$ cat config.mk
export PLATFORM = sky130hd
export DESIGN_NAME = if_prefetch_stage
export DESIGN_NICKNAME = d
export VERILOG_FILES = /design/src/rtl/cpu_pkg.sv /design/src/rtl/if_fetch_fifo.sv /design/src/rtl/if_prefetch_stage.sv
export SDC_FILE = /design/constraint.sdc
export NUM_CORES = 1
export LEC_CHECK = 0
export BUFFER_PORTS_ARGS = -buffer_cell sky130_fd_sc_hd__buf_2
export CAP_MARGIN = 15
export CORE_UTILIZATION = 52
export DETAILED_ROUTE_END_ITERATION = 10
export PLACE_DENSITY = 0.76
export SLEW_MARGIN = 0
export SYNTH_ARGS = -nofsm -noshare
export SYNTH_HDL_FRONTEND = slang
export SYNTH_SLANG_ARGS = --single-unit
$ cat constraint.sdc
create_clock -name clk -period 2.55 [get_ports clk]
set_input_delay 0.255 -clock clk [delete_from_list [all_inputs] [get_ports clk]]
set_output_delay 0.255 -clock clk [all_outputs]
set_load 0.01 [all_outputs]
$ cat src/rtl/cpu_pkg.sv
// Shared CPU definitions: reset vector, bus size codes
// and the fetch-buffer entry layout.
package cpu_pkg;

    localparam logic [31:0] RESET_PC_DEF = 32'h1c00_0000;
    localparam logic [1:0]  SIZE_WORD    = 2'b10;

    typedef struct packed {
        logic [31:0] pc;
        logic [31:0] inst;
        logic        filled;
    } fq_entry_t;

    function automatic logic [31:0] pc_next(input logic [31:0] pc);
        return pc + 32'd4;
    endfunction

endpackage

$ cat src/rtl/if_fetch_fifo.sv
// In-order fetch buffer: entries are allocated at request time,
// filled by responses in order, and popped from the head.
module if_fetch_fifo
    import cpu_pkg::*;
#(
    parameter int unsigned DEPTH = 4
) (
    input  logic                       clk,
    input  logic                       reset,
    input  logic                       alloc_i,
    input  logic [31:0]                alloc_pc_i,
    input  logic                       fill_i,
    input  logic [31:0]                fill_data_i,
    input  logic                       pop_i,
    input  logic                       clear_i,
    output logic                       head_valid_o,
    output logic [31:0]                head_pc_o,
    output logic [31:0]                head_inst_o,
    output logic [$clog2(DEPTH):0]     cnt_o,
    output logic [$clog2(DEPTH):0]     unfilled_o
);

    localparam int AW = $clog2(DEPTH);
    localparam int CW = AW + 1;

    fq_entry_t         mem_q [DEPTH];
    logic [AW-1:0]     head_q, head_d;
    logic [AW-1:0]     tail_q, tail_d;
    logic [AW-1:0]     fptr_q, fptr_d;
    logic [CW-1:0]     cnt_q, cnt_d;
    logic [CW-1:0]     unf_q, unf_d;

    // Pointer and counter next state; clear drops every entry at once.
    always_comb begin
        head_d = head_q;
        tail_d = tail_q;
        fptr_d = fptr_q;
        cnt_d  = cnt_q;
        unf_d  = unf_q;
        if (clear_i) begin
            head_d = tail_q;
            fptr_d = tail_q;
            cnt_d  = '0;
            unf_d  = '0;
        end else begin
            if (alloc_i) begin
                tail_d = tail_q + AW'(1);
            end
            if (fill_i) begin
                fptr_d = fptr_q + AW'(1);
            end
            if (pop_i) begin
                head_d = head_q + AW'(1);
            end
            cnt_d = cnt_q + CW'(alloc_i) - CW'(pop_i);
            unf_d = unf_q + CW'(alloc_i) - CW'(fill_i);
        end
    end

    // Pointer and counter registers.
    always_ff @(posedge clk) begin
        if (reset) begin
            head_q <= '0;
            tail_q <= '0;
            fptr_q <= '0;
            cnt_q  <= '0;
            unf_q  <= '0;
        end else begin
            head_q <= head_d;
            tail_q <= tail_d;
            fptr_q <= fptr_d;
            cnt_q  <= cnt_d;
            unf_q  <= unf_d;
        end
    end

    // Entry storage: allocate at tail, fill at oldest unfilled slot.
    always_ff @(posedge clk) begin
        if (reset) begin
            for (int i = 0; i < DEPTH; i++) begin
                mem_q[i] <= '0;
            end
        end else if (!clear_i) begin
            if (alloc_i) begin
                mem_q[tail_q] <= '{pc: alloc_pc_i, inst: 32'h0, filled: 1'b0};
            end
            if (fill_i) begin
                mem_q[fptr_q].inst   <= fill_data_i;
                mem_q[fptr_q].filled <= 1'b1;
            end
        end
    end

    assign head_valid_o = (cnt_q != '0) && mem_q[head_q].filled;
    assign head_pc_o    = mem_q[head_q].pc;
    assign head_inst_o  = mem_q[head_q].inst;
    assign cnt_o        = cnt_q;
    assign unfilled_o   = unf_q;

endmodule

$ cat src/rtl/if_prefetch_stage.sv
// Pipelined instruction fetch: issues reads, tracks orphaned
// responses after a redirect, and hands instructions to ID.
module if_prefetch_stage
    import cpu_pkg::*;
#(
    parameter logic [31:0] RESET_PC = RESET_PC_DEF,
    parameter int unsigned DEPTH    = 4
) (
    input  logic        clk,
    input  logic        reset,
    output logic        inst_req,
    output logic        inst_wr,
    output logic [1:0]  inst_size,
    output logic [31:0] inst_addr,
    output logic [3:0]  inst_wstrb,
    output logic [31:0] inst_wdata,
    input  logic        inst_addr_ok,
    input  logic        inst_data_ok,
    input  logic [31:0] inst_rdata,
    output logic        out_valid,
    input  logic        out_ready,
    output logic [31:0] out_inst,
    output logic [31:0] out_pc,
    input  logic        flush,
    input  logic [31:0] flush_pc
);

    localparam int AW = $clog2(DEPTH);
    localparam int CW = AW + 1;

    logic          run_q;
    logic [31:0]   pc_q, pc_d;
    logic [CW-1:0] disc_q, disc_d;
    logic [CW-1:0] cnt;
    logic [CW-1:0] unfilled;
    logic [CW:0]   used;
    logic          accept;
    logic          drop;
    logic          fill;
    logic          pop;

    // Slots in use count both buffered entries and orphaned responses.
    assign used     = {1'b0, cnt} + {1'b0, disc_q};
    assign inst_req = run_q & ~flush & (used < (CW+1)'(DEPTH));
    assign accept   = inst_req & inst_addr_ok;
    assign drop     = inst_data_ok & (disc_q != '0);
    assign fill     = inst_data_ok & (disc_q == '0);
    assign pop      = out_valid & out_ready & ~flush;

    assign inst_wr    = 1'b0;
    assign inst_size  = SIZE_WORD;
    assign inst_addr  = pc_q;
    assign inst_wstrb = 4'h0;
    assign inst_wdata = 32'h0;

    if_fetch_fifo #(
        .DEPTH(DEPTH)
    ) u_fifo (
        .clk          (clk),
        .reset        (reset),
        .alloc_i      (accept),
        .alloc_pc_i   (pc_q),
        .fill_i       (fill),
        .fill_data_i  (inst_rdata),
        .pop_i        (pop),
        .clear_i      (flush),
        .head_valid_o (out_valid),
        .head_pc_o    (out_pc),
        .head_inst_o  (out_inst),
        .cnt_o        (cnt),
        .unfilled_o   (unfilled)
    );

    // Fetch PC and orphan count; a redirect orphans every unfilled entry.
    always_comb begin
        pc_d   = pc_q;
        disc_d = disc_q;
        if (flush) begin
            pc_d   = flush_pc;
            disc_d = disc_q + unfilled - CW'(inst_data_ok);
        end else begin
            if (accept) begin
                pc_d = pc_next(pc_q);
            end
            if (drop) begin
                disc_d = disc_q - CW'(1);
            end
        end
    end

    // State registers; run_q holds off requests while in reset.
    always_ff @(posedge clk) begin
        if (reset) begin
            run_q  <= 1'b0;
            pc_q   <= RESET_PC;
            disc_q <= '0;
        end else begin
            run_q  <= 1'b1;
            pc_q   <= pc_d;
            disc_q <= disc_d;
        end
    end

    a_no_spurious_rsp: assert property (
        @(posedge clk) disable iff (reset)
        inst_data_ok |-> ((disc_q != '0) || (unfilled != '0))
    );

endmodule

==> flow_summary_export.csv <==
group,metric,value,unit
sta,setup_violations,0,
sta,fin_crit_sh,0.969,
routing,wl,32600,µm
setup_path,cp.depth,10,
setup_path,cp_slowest_stage_delay,520,ps
cts,postCtsSetupBuffers,0,
cts,path_clk_slew,60,ps
setup_path,reg2reg_depth,10,
synth,synth_top_area_share,0.534,
synth,ys_types,56,
setup_path,path_cells,"mux4_2 > o31a_1 > nand2_1 > nor2_1 > ha_1 > inv_1 > ha_1 > fa_1 > xnor2_1 > nor3_1",
cells_and_area,drive_gt1_frac,0.284,
die,initial_core_util,0.533,
die,dieArea,0.0284,mm²
setup_path,worst-setup-path-type,"reg -> reg",
sta,hold_viol,0,
setup_path,slowest_stage,"mux4_2",
global_routing,antenna_found_initial,2,
power,p_comb_frac,0.123,
die,pin_count,207,
power,ir_drop,417,µV
sta,tightest_slew,722,ps
synth,avgSynthCellArea,13.7,µm²
synth,synth-seq-cells,310,
cts,clk_latency,500,ps
setup_path,path_delay_family,"adder cells",
synth,synth_edf_count,256,
routing,antenna_left,0,
setup_path,crit_required,2920,ps
sta,relSlewSlack,0.519,
routing,drtPass1Iterations,5,
cells_and_area,nets,1313,
routing,wl_per_cell,20.5,µm
cts,cts_tree,"done",
setup_path,worstPathMaxFanout,3,
hold_path,hold_path_depth,3,
routing,drc,0,
place,numPortBuffers,167,
sta,fmax,0.405,GHz
synth,netlist_area,0.0144,mm²
routing,dr.first_iter.drc_count,717,
global_routing,grtUsageTotal,0.231,
power,p_seq_frac,0.493,
sta,drv_slew,0,
power,switching_share,0.242,
outcome,status,"finished, final reports clean",
power,switching_power,2.91,mW
sta,fin_crit,2470,ps
cells_and_area,final_util,0.621,
hold_path,hp-start,"flush_pc[15]",
hold_path,hp-class,"in -> reg",
cells_and_area,final_common_cell,"edfxtp_1",
synth,synth_top_area_cell,"edfxtp_1",
global_routing,grt_max_degree,93,
power,leakage,7.06,nW
run,drv_cap,0,
synth,synthCells,1054,
cells_and_area,final_cell_mix,"edfxtp_1 (256), buf_2 (167), and3_1 (160)",
die,fp.dieW,168,µm
routing,viasPerCell,5.82,
cts,cts_sinks,310,
place,gp_congestion,0.879,
die,die_h,168,µm
cts,ctsHtreeMaxLevel,2,
synth,ys_async_sr_fraction,0,
cts,root_buffer,"clkbuf_16",
die,core_area,0.0270,mm²
synth,ys_seq_area_frac,0.609,
setup_path,critPathBufInv,1,
global_routing,grt_pass1_vias,9076,
setup_path,worstSetupStartpointType,"flip-flop",
setup_path,cpMostUsedCell,"ha_1",
sta,rsz0062_at_grt,"no",
sta,skew,10.7,ps
cts,clock_tree.buffer_depth,3,
setup_path,rrSetupSlack,80,ps
sta,fin_tns_setup,0,ps
place,hpwl,20200,µm
synth,yosys_warnings,0,
global_routing,grt_pass1_wl,50400,µm
global_routing,overflow,0,
power,intPower,9.13,mW
synth,ys_top_cells_by_area,"edfxtp_1 (53%), mux4_2 (10%), dfxtp_1 (7.5%)",
cts,cts_made_buffers,34,
setup_path,cp-end-kind,"flip-flop",
power,p_clk_frac,0.384,
synth,synth_ff_type,"edfxtp_1",
routing,vias,9246,
cells_and_area,syn_to_final_growth,16.6,%
power,powerDensity,717,mW/mm²
setup_path,critical_path_arrival,2840,ps
die,placement_rows,60,
routing by layer:
layer	GRT usage	vias up	routed length [µm]
met5	0	-	0
met4	0.0636	0	506
met3	0.0374	41	2320
met2	0.403	392	16800
met1	0.300	4594	13000
li1	-	4219	-
power by group through the flow:
stage / combinational (mW) / sequential (mW) / clock [mW]
global route: 1.61 / 5.97 / 4.89
global placement: 1.44 / 6.03 / 0
finish: 1.48 / 5.94 / 4.63
floorplan: 0.970 / 5.99 / 0
detailed placement: 1.48 / 6.04 / 0
CTS: 1.49 / 5.94 / 4.68
layout make-up:
| type | count | area, µm² |
|---|---|---|
| Fill cell | 2049 | 10200 |
| Antenna cell | 2 | 5.00 |
| Tap cell | 341 | 427 |
| Inverter | 30 | 128 |
| Clock inverter | 8 | 70.1 |
| Multi-Input combinational cell | 631 | 5040 |
| Clock buffer | 50 | 972 |
| Timing Repair Buffer | 217 | 1380 |
| Sequential cell | 310 | 8770 |
what timing repair did:
item / 4_1_cts / 5_1_grt
gates resized for setup: 0 / 1
setup endpoints to repair: 0 / 26
endpoints found under the hold margin: 5 / 0
hold buffers: 5 / 0
registers in the layout, summed over array words and instances (netlist names), 2 cells and up, named ones only:
name,flops
u_fifo.fptr_q,2
u_fifo.unfilled_o,3
u_fifo.tail_q,2
inst_addr,32
u_fifo.head_q,2
u_fifo.cnt_o,3
disc_q,3
u_fifo.mem_q,260
worst register-to-register path, delay by kind of cell (launching register included):
kind	cells	cell delay (ps)
flops	1	360
simple gates	3	240
xor+xnor	1	170
compound gates	1	170
fa+ha+maj	3	860
mux	1	520
buf+inv	1	40
cells by family after synthesis:
logic type	synth area share
compound gates	0.0356
xor+xnor	0.0109
fa+ha+maj	0.0181
flops	0.609
buf+inv	0.0533
simple gates	0.165
mux	0.108
other cells	0.000522
final timing paths:
kind                                          end
setup / recovery       u_fifo.cnt_o[2]$_SDFF_PP0_
hold / removal         inst_addr[15]$_SDFFE_PP0N_
setup reg to reg       u_fifo.cnt_o[2]$_SDFF_PP0_
hold reg to reg   u_fifo.mem_q[3][0]$_SDFFE_PP1P_
synthesized netlist by cell type (2+ instances only):
| cell | number |
|---|---|
| edfxtp_1 | 256 |
| nand2_1 | 33 |
| a21boi_0 | 3 |
| dfxtp_1 | 54 |
| a21o_1 | 4 |
| nand3_2 | 2 |
| nor4b_1 | 2 |
| nand2b_1 | 5 |
| buf_1 | 2 |
| mux2_2 | 5 |
| a31oi_1 | 19 |
| o211ai_1 | 2 |
| buf_4 | 40 |
| and2_1 | 103 |
| ha_1 | 16 |
| nor2_1 | 31 |
| nand3b_1 | 2 |
| nand4_2 | 2 |
| xor2_1 | 7 |
| nor3_1 | 12 |
| mux4_2 | 65 |
| o21ai_0 | 16 |
| and2_2 | 3 |
| or3_1 | 2 |
| a21oi_1 | 23 |
| and3_1 | 160 |
| fa_1 | 3 |
| mux2i_1 | 3 |
| inv_1 | 29 |
| clkbuf_1 | 63 |
| and3_2 | 2 |
| clkbuf_8 | 2 |
| a221oi_1 | 4 |
| buf_6 | 3 |
| xnor2_1 | 11 |
| buf_2 | 10 |
| nand4_1 | 16 |
| nor4_1 | 3 |
| a211oi_1 | 5 |
| nand3_1 | 14 |
| conb_1 | 2 |
metrics by stage:
step	cells	hold WS [ps]	total power [mW]	worst slack, ps	cell area [µm²]
after floorplan	1091	389	6.96	13.0	14600
after global placement	1524	433	7.47	155	15700
after detailed placement	1524	439	7.52	107	15700
after CTS	1587	1.73	12.1	21.3	16800
after global routing	1588	2.52	12.5	8.45	16800
final	1589	12.9	12.0	79.6	16800
No activity file was read; power rests on OpenSTA's default activity.
